--- src/rtl/freq_ratio_detector.sv ---
// Period / lock detector for a divided clock sampled in the reference clock domain.
// Optional ratio decode enabled by defining FRD_RATIO_DECODE_EN.
module freq_ratio_detector #(
    parameter int CNT_W      = 8,
    parameter int LOCK_COUNT = 4,
    parameter int TIMEOUT    = 200
) (
    input  logic             clk,
    input  logic             reset,
    input  logic             clear,
    input  logic             sig_in,
    output logic [CNT_W-1:0] period,
    output logic             period_valid,
    output logic             locked,
    output logic [2:0]       ratio_log2,
    output logic             no_signal
);

    localparam int               MW   = $clog2(LOCK_COUNT + 1);
    localparam logic [MW-1:0]    LC   = MW'(LOCK_COUNT);
    localparam logic [CNT_W-1:0] TO   = CNT_W'(TIMEOUT);
    localparam logic [CNT_W-1:0] CMAX = '1;

    typedef enum logic [1:0] {SEARCH, MEASURE, TRACK} state_t;

    state_t           state, state_n;
    logic             s1, s2, s3, rise;
    logic [CNT_W-1:0] cnt, ref_q, ref_n, period_n;
    logic [MW-1:0]    match, match_n;
    logic             pv_n, locked_n, nosig_n;

    // Synchronizer is only cleared by the hard reset so clear cannot fabricate an edge.
    always_ff @(posedge clk or negedge reset) begin
        if (!reset) begin
            s1 <= 1'b0;
            s2 <= 1'b0;
            s3 <= 1'b0;
        end else begin
            s1 <= sig_in;
            s2 <= s1;
            s3 <= s2;
        end
    end

    assign rise = s2 & ~s3;

    always_ff @(posedge clk or negedge reset) begin
        if (!reset)          cnt <= '0;
        else if (clear)      cnt <= '0;
        else if (rise)       cnt <= CNT_W'(1);
        else if (cnt != CMAX) cnt <= cnt + 1'b1;
    end

    always_comb begin
        state_n  = state;
        period_n = period;
        pv_n     = 1'b0;
        locked_n = locked;
        nosig_n  = no_signal;
        ref_n    = ref_q;
        match_n  = match;
        if (rise) nosig_n = 1'b0;
        case (state)
            SEARCH: begin
                if (rise) state_n = MEASURE;
            end
            MEASURE, TRACK: begin
                if (rise) begin
                    period_n = cnt;
                    pv_n     = 1'b1;
                    state_n  = TRACK;
                    if (state == TRACK && cnt == ref_q) begin
                        if (match < LC) match_n = match + 1'b1;
                        locked_n = (match_n == LC);
                    end else begin
                        ref_n    = cnt;
                        match_n  = MW'(1);
                        locked_n = (state == MEASURE) && (LOCK_COUNT == 1);
                    end
                end else if (cnt == TO) begin
                    // Edge wins over timeout; only a quiet TIMEOUT cycle drops lock.
                    nosig_n  = 1'b1;
                    locked_n = 1'b0;
                    match_n  = '0;
                    state_n  = SEARCH;
                end
            end
            default: state_n = SEARCH;
        endcase
    end

    always_ff @(posedge clk or negedge reset) begin
        if (!reset) begin
            state        <= SEARCH;
            period       <= '0;
            period_valid <= 1'b0;
            locked       <= 1'b0;
            no_signal    <= 1'b0;
            ref_q        <= '0;
            match        <= '0;
        end else if (clear) begin
            state        <= SEARCH;
            period       <= '0;
            period_valid <= 1'b0;
            locked       <= 1'b0;
            no_signal    <= 1'b0;
            ref_q        <= '0;
            match        <= '0;
        end else begin
            state        <= state_n;
            period       <= period_n;
            period_valid <= pv_n;
            locked       <= locked_n;
            no_signal    <= nosig_n;
            ref_q        <= ref_n;
            match        <= match_n;
        end
    end

`ifdef FRD_RATIO_DECODE_EN
    always_comb begin
        ratio_log2 = 3'd0;
        if (locked) begin
            case (period)
                CNT_W'(2):  ratio_log2 = 3'd1;
                CNT_W'(4):  ratio_log2 = 3'd2;
                CNT_W'(8):  ratio_log2 = 3'd3;
                CNT_W'(16): ratio_log2 = 3'd4;
                default:    ratio_log2 = 3'd0;
            endcase
        end
    end
`else
    assign ratio_log2 = 3'b000;
`endif

endmodule

--- config.mk ---
export PLATFORM = sky130hd
export DESIGN_NAME = freq_ratio_detector
export DESIGN_NICKNAME = d
export VERILOG_FILES = /design/src/rtl/freq_ratio_detector.sv
export SDC_FILE = /design/constraint.sdc
export NUM_CORES = 1
export LEC_CHECK = 0
export BUFFER_PORTS_ARGS = -buffer_cell sky130_fd_sc_hd__buf_4
export CAP_MARGIN = 20
export CELL_PAD_IN_SITES_DETAIL_PLACEMENT = 1
export CELL_PAD_IN_SITES_GLOBAL_PLACEMENT = 1
export CORE_MARGIN = 2
export CORE_UTILIZATION = 35
export CTS_CLUSTER_SIZE = 20
export DETAILED_ROUTE_END_ITERATION = 16
export PLACE_DENSITY_LB_ADDON = 0.1
export SLEW_MARGIN = 10
export SYNTH_ARGS = -nofsm -noshare
export SYNTH_HDL_FRONTEND = slang
export SYNTH_SLANG_ARGS = --single-unit
--- constraint.sdc ---
create_clock -name clk -period 1.46 [get_ports clk]
set_input_delay 0.219 -clock clk [delete_from_list [all_inputs] [get_ports clk]]
set_output_delay 0.219 -clock clk [all_outputs]
set_load 0.01 [all_outputs]
==> impl_metrics.env, run 1 <==
export IMPL_status="finished, violations left"
export IMPL_violations="setup timing"
export IMPL_nNetsFinal=263
export IMPL_synthesis_area_sq_mm=0.001783
export IMPL_tritoncts="yes"
export IMPL_synthArstFlopShare_pct=100.0
export IMPL_yosysWarnings=0
export IMPL_portBuffers=14
export IMPL_synth_ff_type="dfrtp_1"
export IMPL_drt_iter0_drc=69
export IMPL_pwr_density_cell_mw_per_mm2=730.4
export IMPL_yosys_top_cells_area="dfrtp_1, nand2_1, ha_1"
export IMPL_reg2reg_to="ref_q[2]"
export IMPL_htreeDepth=2
export IMPL_final_antenna_net_count=0
export IMPL_area_growth_synth_to_final_pct=52.28
export IMPL_viasPerCell=5.072
export IMPL_core_area_sq_mm=0.004817
export IMPL_critPathLaunchType="flop"
export IMPL_crit_path_end_kind="flop"
export IMPL_dr_pass1_iters=4
export IMPL_grt_ovfl_total=0
export IMPL_post_drt_wl_per_cell_um=17.31
export IMPL_hold_viol_final=0
export IMPL_cp_top_family="flip-flops"
export IMPL_synth_seq_cells=35
export IMPL_cts_sinks=35
export IMPL_wl_met2_um=2828
export IMPL_synth_distinct_cells=40
export IMPL_grt_max_degree=36
export IMPL_yosysMostFrequentCell="dfrtp_1"
export IMPL_grt_pass1_vias=1820
export IMPL_ctsLongestPathBuffers=2
export IMPL_avgSynthCellArea_sq_um=9.638
export IMPL_cp_slowest_cell="dfrtp_2"
export IMPL_r2r_start="cnt[5]"
export IMPL_fmax_mhz=638.3
export IMPL_post_route_period_util_pct=107.3
export IMPL_antennaDiodeCount=0
export IMPL_critPathKind="reg -> reg"
export IMPL_rows=25
export IMPL_die_h_um=75.38
export IMPL_cts_buffers=5
export IMPL_crit_path_max_fanout=8
export IMPL_drt_total_wl_um=5555
export IMPL_dieArea_sq_mm=0.005681
export IMPL_synthCells=185
export IMPL_synth_top_area_cell="dfrtp_1"
export IMPL_hold_class="in -> reg"
export IMPL_arrival_ns=1.78
export IMPL_finClkSkew_ns=0.005153
export IMPL_drt_drc_violations_left=0
export IMPL_antenna_found_initial=0
export IMPL_die_w_um=75.38
export IMPL_wl_met1_um=2440
export IMPL_start_util_pct=37.01
export IMPL_grt_pass1_wl_um=9073
export IMPL_top_layer="met4"
export IMPL_drive_gt1_share_pct=46.85
export IMPL_dp_hpwl_um=3688
export IMPL_slowest_delay_ns=0.48
export IMPL_cap_violations=0
export IMPL_vdd_drop_max_uv=388.6
export IMPL_yosysSeqAreaShare_pct=49.12
export IMPL_clockRootBuffer="clkbuf_8"
export IMPL_ff2ff_path_depth=4
export IMPL_synth_edff_count=0
export IMPL_setup_violations=14
export IMPL_min_delay_start="sig_in"
export IMPL_required_ns=1.67
export IMPL_p_leak_nw=1.306
export IMPL_cp_buffers_inverters=0
export IMPL_min_to="s1"
export IMPL_setup_ws_ns=-0.1067
export IMPL_path_clk_slew_ns=0.07
export IMPL_fin_crit_ns=1.567
export IMPL_via_count=1628
export IMPL_dpl_worst_slack_ns=-0.1941
export IMPL_clk_latency_ns=0.30
export IMPL_slew_viol_final=0
export IMPL_track_usage_pct=22.02
export IMPL_ioPinCount=18
export IMPL_synth_common_cells="dfrtp_1, nand2_1, inv_1"
export IMPL_reg2reg_slack_ns=-0.11
export IMPL_min_path_cells=1
export IMPL_yosysTopAreaCellShare_pct=49.12
export IMPL_wl_met3_um=121
export IMPL_rsz0062_at_grt="true"
export IMPL_place_congestion=0.7728
export IMPL_crit_path_cell_trace="xor2_2 > nor4_4 > a41oi_4 > o22ai_1"
export IMPL_fillCellCount=537
export IMPL_final_core_util_pct=56.36
[layout make-up]
| class | count | area (sq um) | share of cell area (%) |
|---|---|---|---|
| Clock inverter | 1 | 5.005 | 0.1843 |
| Inverter | 16 | 62.56 | 2.304 |
| Timing Repair Buffer | 67 | 524.3 | 19.31 |
| Tap cell | 67 | 83.83 | 3.088 |
| Clock buffer | 7 | 76.32 | 2.811 |
| Sequential cell | 35 | 883.3 | 32.53 |
| Multi-Input combinational cell | 128 | 1080 | 39.77 |
[per-layer routing]
layer	GRT usage [%]	vias up
met2	34.78	27
met1	28.29	823
met4	11.89	0
met5	0	-
li1	-	765
met3	4.762	13
[how the worst max path moves through the flow]
stage | start | end | slack [ns] | cells past startpoint
2_1_floorplan | cnt[3] | match[0] | -0.009 | 6
3_3_place_gp | state[0] | match[0] | -0.10 | 6
3_5_place_dp | cnt[3] | ref_q[3] | -0.19 | 4
4_1_cts | ref_q[4] | ref_q[7] | -0.06 | 4
5_1_grt | cnt[4] | locked | -0.18 | 4
6_report | cnt[5] | ref_q[2] | -0.11 | 4
[worst register-to-register path: stages, from the launching register on]
cell     delay (ns)
dfrtp_2        0.48
xor2_2         0.19
nor4_4         0.34
a41oi_4        0.25
o22ai_1        0.22
[power by group]
group / switching [mW] / internal, mW / total, mW
Clock: 0.369 / 0.335 / 0.704
Combinational: 0.147 / 0.128 / 0.275
Sequential: 0.0178 / 0.986 / 1.00
[cell families after synthesis]
kind of cell / after synthesis / synth area share [%]
XOR/XNOR: 9 / 4.421
other: 1 / 0.2103
flip-flops: 35 / 49.12
AO/OA/AOI/OAI: 33 / 12.63
adder cells (fa/ha/maj): 6 / 4.210
AND/OR/NAND/NOR: 76 / 22.81
buffers and inverters: 25 / 6.596
[sequential cells by signal, summed over array words and instances (netlist names)]
register and count:
period_valid 1, period 8, s2 1, match 3, s3 1, no_signal 1
locked 1, s1 1, cnt 8, state 2, ref_q 8
[layout by cell type, fill, tap and decap left out, types with 3 or more instances in the layout]
cell type	synthesis	final
conb_1	1	3
a31oi_1	3	3
nand4_1	4	4
inv_1	16	13
and3_1	3	3
and2_1	4	4
ha_1	6	3
buf_4	3	61
nand3_2	0	3
o211ai_1	5	5
clkbuf_8	0	5
nand3_1	7	3
nand2_1	32	29
dfrtp_2	0	6
o22ai_1	6	5
o21ai_0	6	5
nor3_4	0	3
ha_4	0	3
nor2_1	7	6
xor2_2	0	6
dfrtp_1	35	29
buf_6	1	5
[timing repair]
action | in CTS | in global routing
hold buffers | 1 | 0
pin swaps | 12 | 16
gates cloned | 1 | 0
endpoints found under the setup margin | 25 | 28
hold endpoints to repair | 35 | 0
buffers inserted | 7 | 3
gates resized for setup | 37 | 21
[metrics by stage]
step | area, sq um | std cells | total power, mW | hold WS [ns] | setup TNS, ns
finish | 2715 | 321 | 1.983 | 0.02954 | -0.7823
global route | 2715 | 321 | 2.062 | 0.02058 | -1.903
CTS | 2608 | 320 | 1.959 | 0.02912 | -0.2848
detailed placement | 2267 | 303 | 1.238 | 0.2032 | -2.281
global placement | 2267 | 303 | 1.230 | 0.2008 | -1.101
floorplan | 1807 | 187 | 1.114 | -0.07659 | -0.009363
Note: power is estimated with default switching activity, not from simulation.
==> run 2, diff against run 1 <==
--- a/config.mk
+++ b/config.mk
@@ -14,6 +14,7 @@
 export CTS_CLUSTER_SIZE = 20
 export DETAILED_ROUTE_END_ITERATION = 16
 export PLACE_DENSITY_LB_ADDON = 0.1
+export SETUP_SLACK_MARGIN = 0.02
 export SLEW_MARGIN = 10
 export SYNTH_ARGS = -nofsm -noshare
 export SYNTH_HDL_FRONTEND = slang
==> run 2 against run 1 <==
  * The flow still finishes with violations (setup timing)
  * Critical endpoint is now ref_q[7]
  * Sequential power hardly changed
  * Utilization is 1.3 points higher
  * Count of clock-buffer cells in the layout is 2 lower
  * Setup slack worse by 0.059 ns
  * Combinational power is 7% higher
  * Register-to-register slack worse by 0.06 ns
  * Critical path depth is 1 higher
  * Design area is 2.4% higher
  * Non-clock buffer count is 5 higher
  * Power is 2.3% higher
  * Sequential share of layout area is 0.66 points lower
==> impl_metrics.env, run 2 (same netlist as run 1, synthesis figures left out) <==
export IMPL_grt_pass1_vias=1816
export IMPL_drt_drc_violations_left=0
export IMPL_violations="setup timing"
export IMPL_portBuffers=14
export IMPL_hold_viol_final=0
export IMPL_critPathKind="reg -> reg"
export IMPL_wl_met3_um=136
export IMPL_fillCellCount=550
export IMPL_setup_violations=14
export IMPL_grt_ovfl_total=0
export IMPL_cts_sinks=35
export IMPL_required_ns=1.68
export IMPL_track_usage_pct=22.65
export IMPL_grt_max_degree=36
export IMPL_p_leak_nw=1.326
export IMPL_htreeDepth=2
export IMPL_cts_buffers=5
export IMPL_drt_total_wl_um=5811
export IMPL_die_w_um=75.38
export IMPL_dp_hpwl_um=3829
export IMPL_reg_largest_list="cnt x8, period x8, ref_q x8"
export IMPL_area_growth_synth_to_final_pct=55.86
export IMPL_vdd_drop_max_uv=519.7
export IMPL_path_clk_slew_ns=0.08
export IMPL_ctsLongestPathBuffers=2
export IMPL_status="finished, violations left"
export IMPL_tns_ns=-1.468
export IMPL_rsz0062_at_grt="true"
export IMPL_fmax_mhz=615.0
export IMPL_fin_crit_ns=1.626
export IMPL_start_util_pct=37.01
export IMPL_final_antenna_net_count=0
export IMPL_antennaDiodeCount=0
export IMPL_cap_violations=0
export IMPL_viasPerCell=4.960
export IMPL_tritoncts="yes"
export IMPL_final_cell_mix="buf_4, dfrtp_1, nand2_1"
export IMPL_via_count=1617
export IMPL_crit_path_end_kind="flop"
export IMPL_hold_class="in -> reg"
export IMPL_ioPinCount=18
export IMPL_wl_met1_um=2581
export IMPL_drive_gt1_share_pct=50.58
export IMPL_nNetsFinal=268
export IMPL_finClkSkew_ns=0.003845
export IMPL_place_congestion=0.8777
export IMPL_grt_pass1_wl_um=9356
export IMPL_post_drt_wl_per_cell_um=17.83
export IMPL_die_h_um=75.38
export IMPL_setup_ws_ns=-0.1661
export IMPL_post_route_period_util_pct=111.4
export IMPL_top_layer="met4"
export IMPL_critPathLaunchType="flop"
export IMPL_dr_pass1_iters=4
export IMPL_slew_viol_final=0
export IMPL_antenna_found_initial=0
export IMPL_rows=25
export IMPL_core_area_sq_mm=0.004817
export IMPL_dpl_worst_slack_ns=-0.2340
export IMPL_wl_met2_um=2981
export IMPL_final_common_cell="buf_4"
export IMPL_pwr_density_cell_mw_per_mm2=730.3
export IMPL_crit_path_max_fanout=8
export IMPL_dieArea_sq_mm=0.005681
export IMPL_drt_iter0_drc=62
export IMPL_clockRootBuffer="clkbuf_8"
export IMPL_arrival_ns=1.84
export IMPL_clk_latency_ns=0.30
export IMPL_p_total_mw=2.029
==> run 2: cell count changes in the layout (fill, tap and decap cells not counted), moves of 3 or more <==
cell     change
o22ai_1      -4
xor2_2       -4
buf_6        +3
nand2_1      -3
o22ai_2      +3
xor2_1       +3
==> run 2: per-stage QoR <==
step                util, %  hold slack, ns  area (sq um)  cells
floorplan                 -        -0.07659          1826    187
global placement      47.66          0.2011          2296    306
detailed placement    47.66          0.2134          2296    306
CTS                   54.42         0.01884          2621    324
global route          57.69         0.01158          2779    326
finish                57.69         0.02500          2779    326
==> run 2: timing repair <==
item	in CTS	in global routing
gates cloned	1	0
pin swaps	13	14
hold endpoints to repair	35	0
gates resized for setup	36	30
hold buffers	1	0
setup endpoints to repair	25	28
buffers inserted	9	3
==> run 2: routing by layer <==
layer	vias to the layer above	global-route usage (%)
met5	-	0
met4	0	6.628
met3	9	4.365
met2	24	40.87
met1	801	27.38
li1	783	-
==> run 2: path summary, 6_finish.rpt <==
path | cells past startpoint | end | slack [ns] | startpoint
max | 5 | ref_q[7] | -0.17 | cnt[4]
min | 1 | s1 | 0.02 | sig_in
max reg2reg | 5 | ref_q[7] | -0.17 | cnt[4]
min reg2reg | 0 | s2 | 0.36 | s1
max in group asynchronous | 2 | ref_q[4] | 0.68 | reset
min in group asynchronous | 2 | cnt[6] | 0.42 | reset
==> run 2: worst max-delay path, cell delays in order (launching register included) <==
cell and delay (ns):
dfrtp_2 0.49, xor2_4 0.20, nor4_4 0.36, a41oi_2 0.16, buf_6 0.18, o22ai_2 0.15
==> run 2: power by group <==
| group | switching, mW | internal [mW] |
|---|---|---|
| sequential | 0.0161 | 0.986 |
| combinational | 0.156 | 0.137 |
| clock | 0.403 | 0.332 |
| total | 0.575 | 1.45 |
==> run 2: area by class of cell <==
class	count	area (sq um)	share of cell area, %
clock buffer	5	68.82	2.476
clock inverter	3	20.02	0.7204
inverter	16	60.06	2.161
multi-input combinational	128	1087	39.13
sequential	35	885.9	31.88
tap	67	83.83	3.017
timing repair buffer	72	573.1	20.62
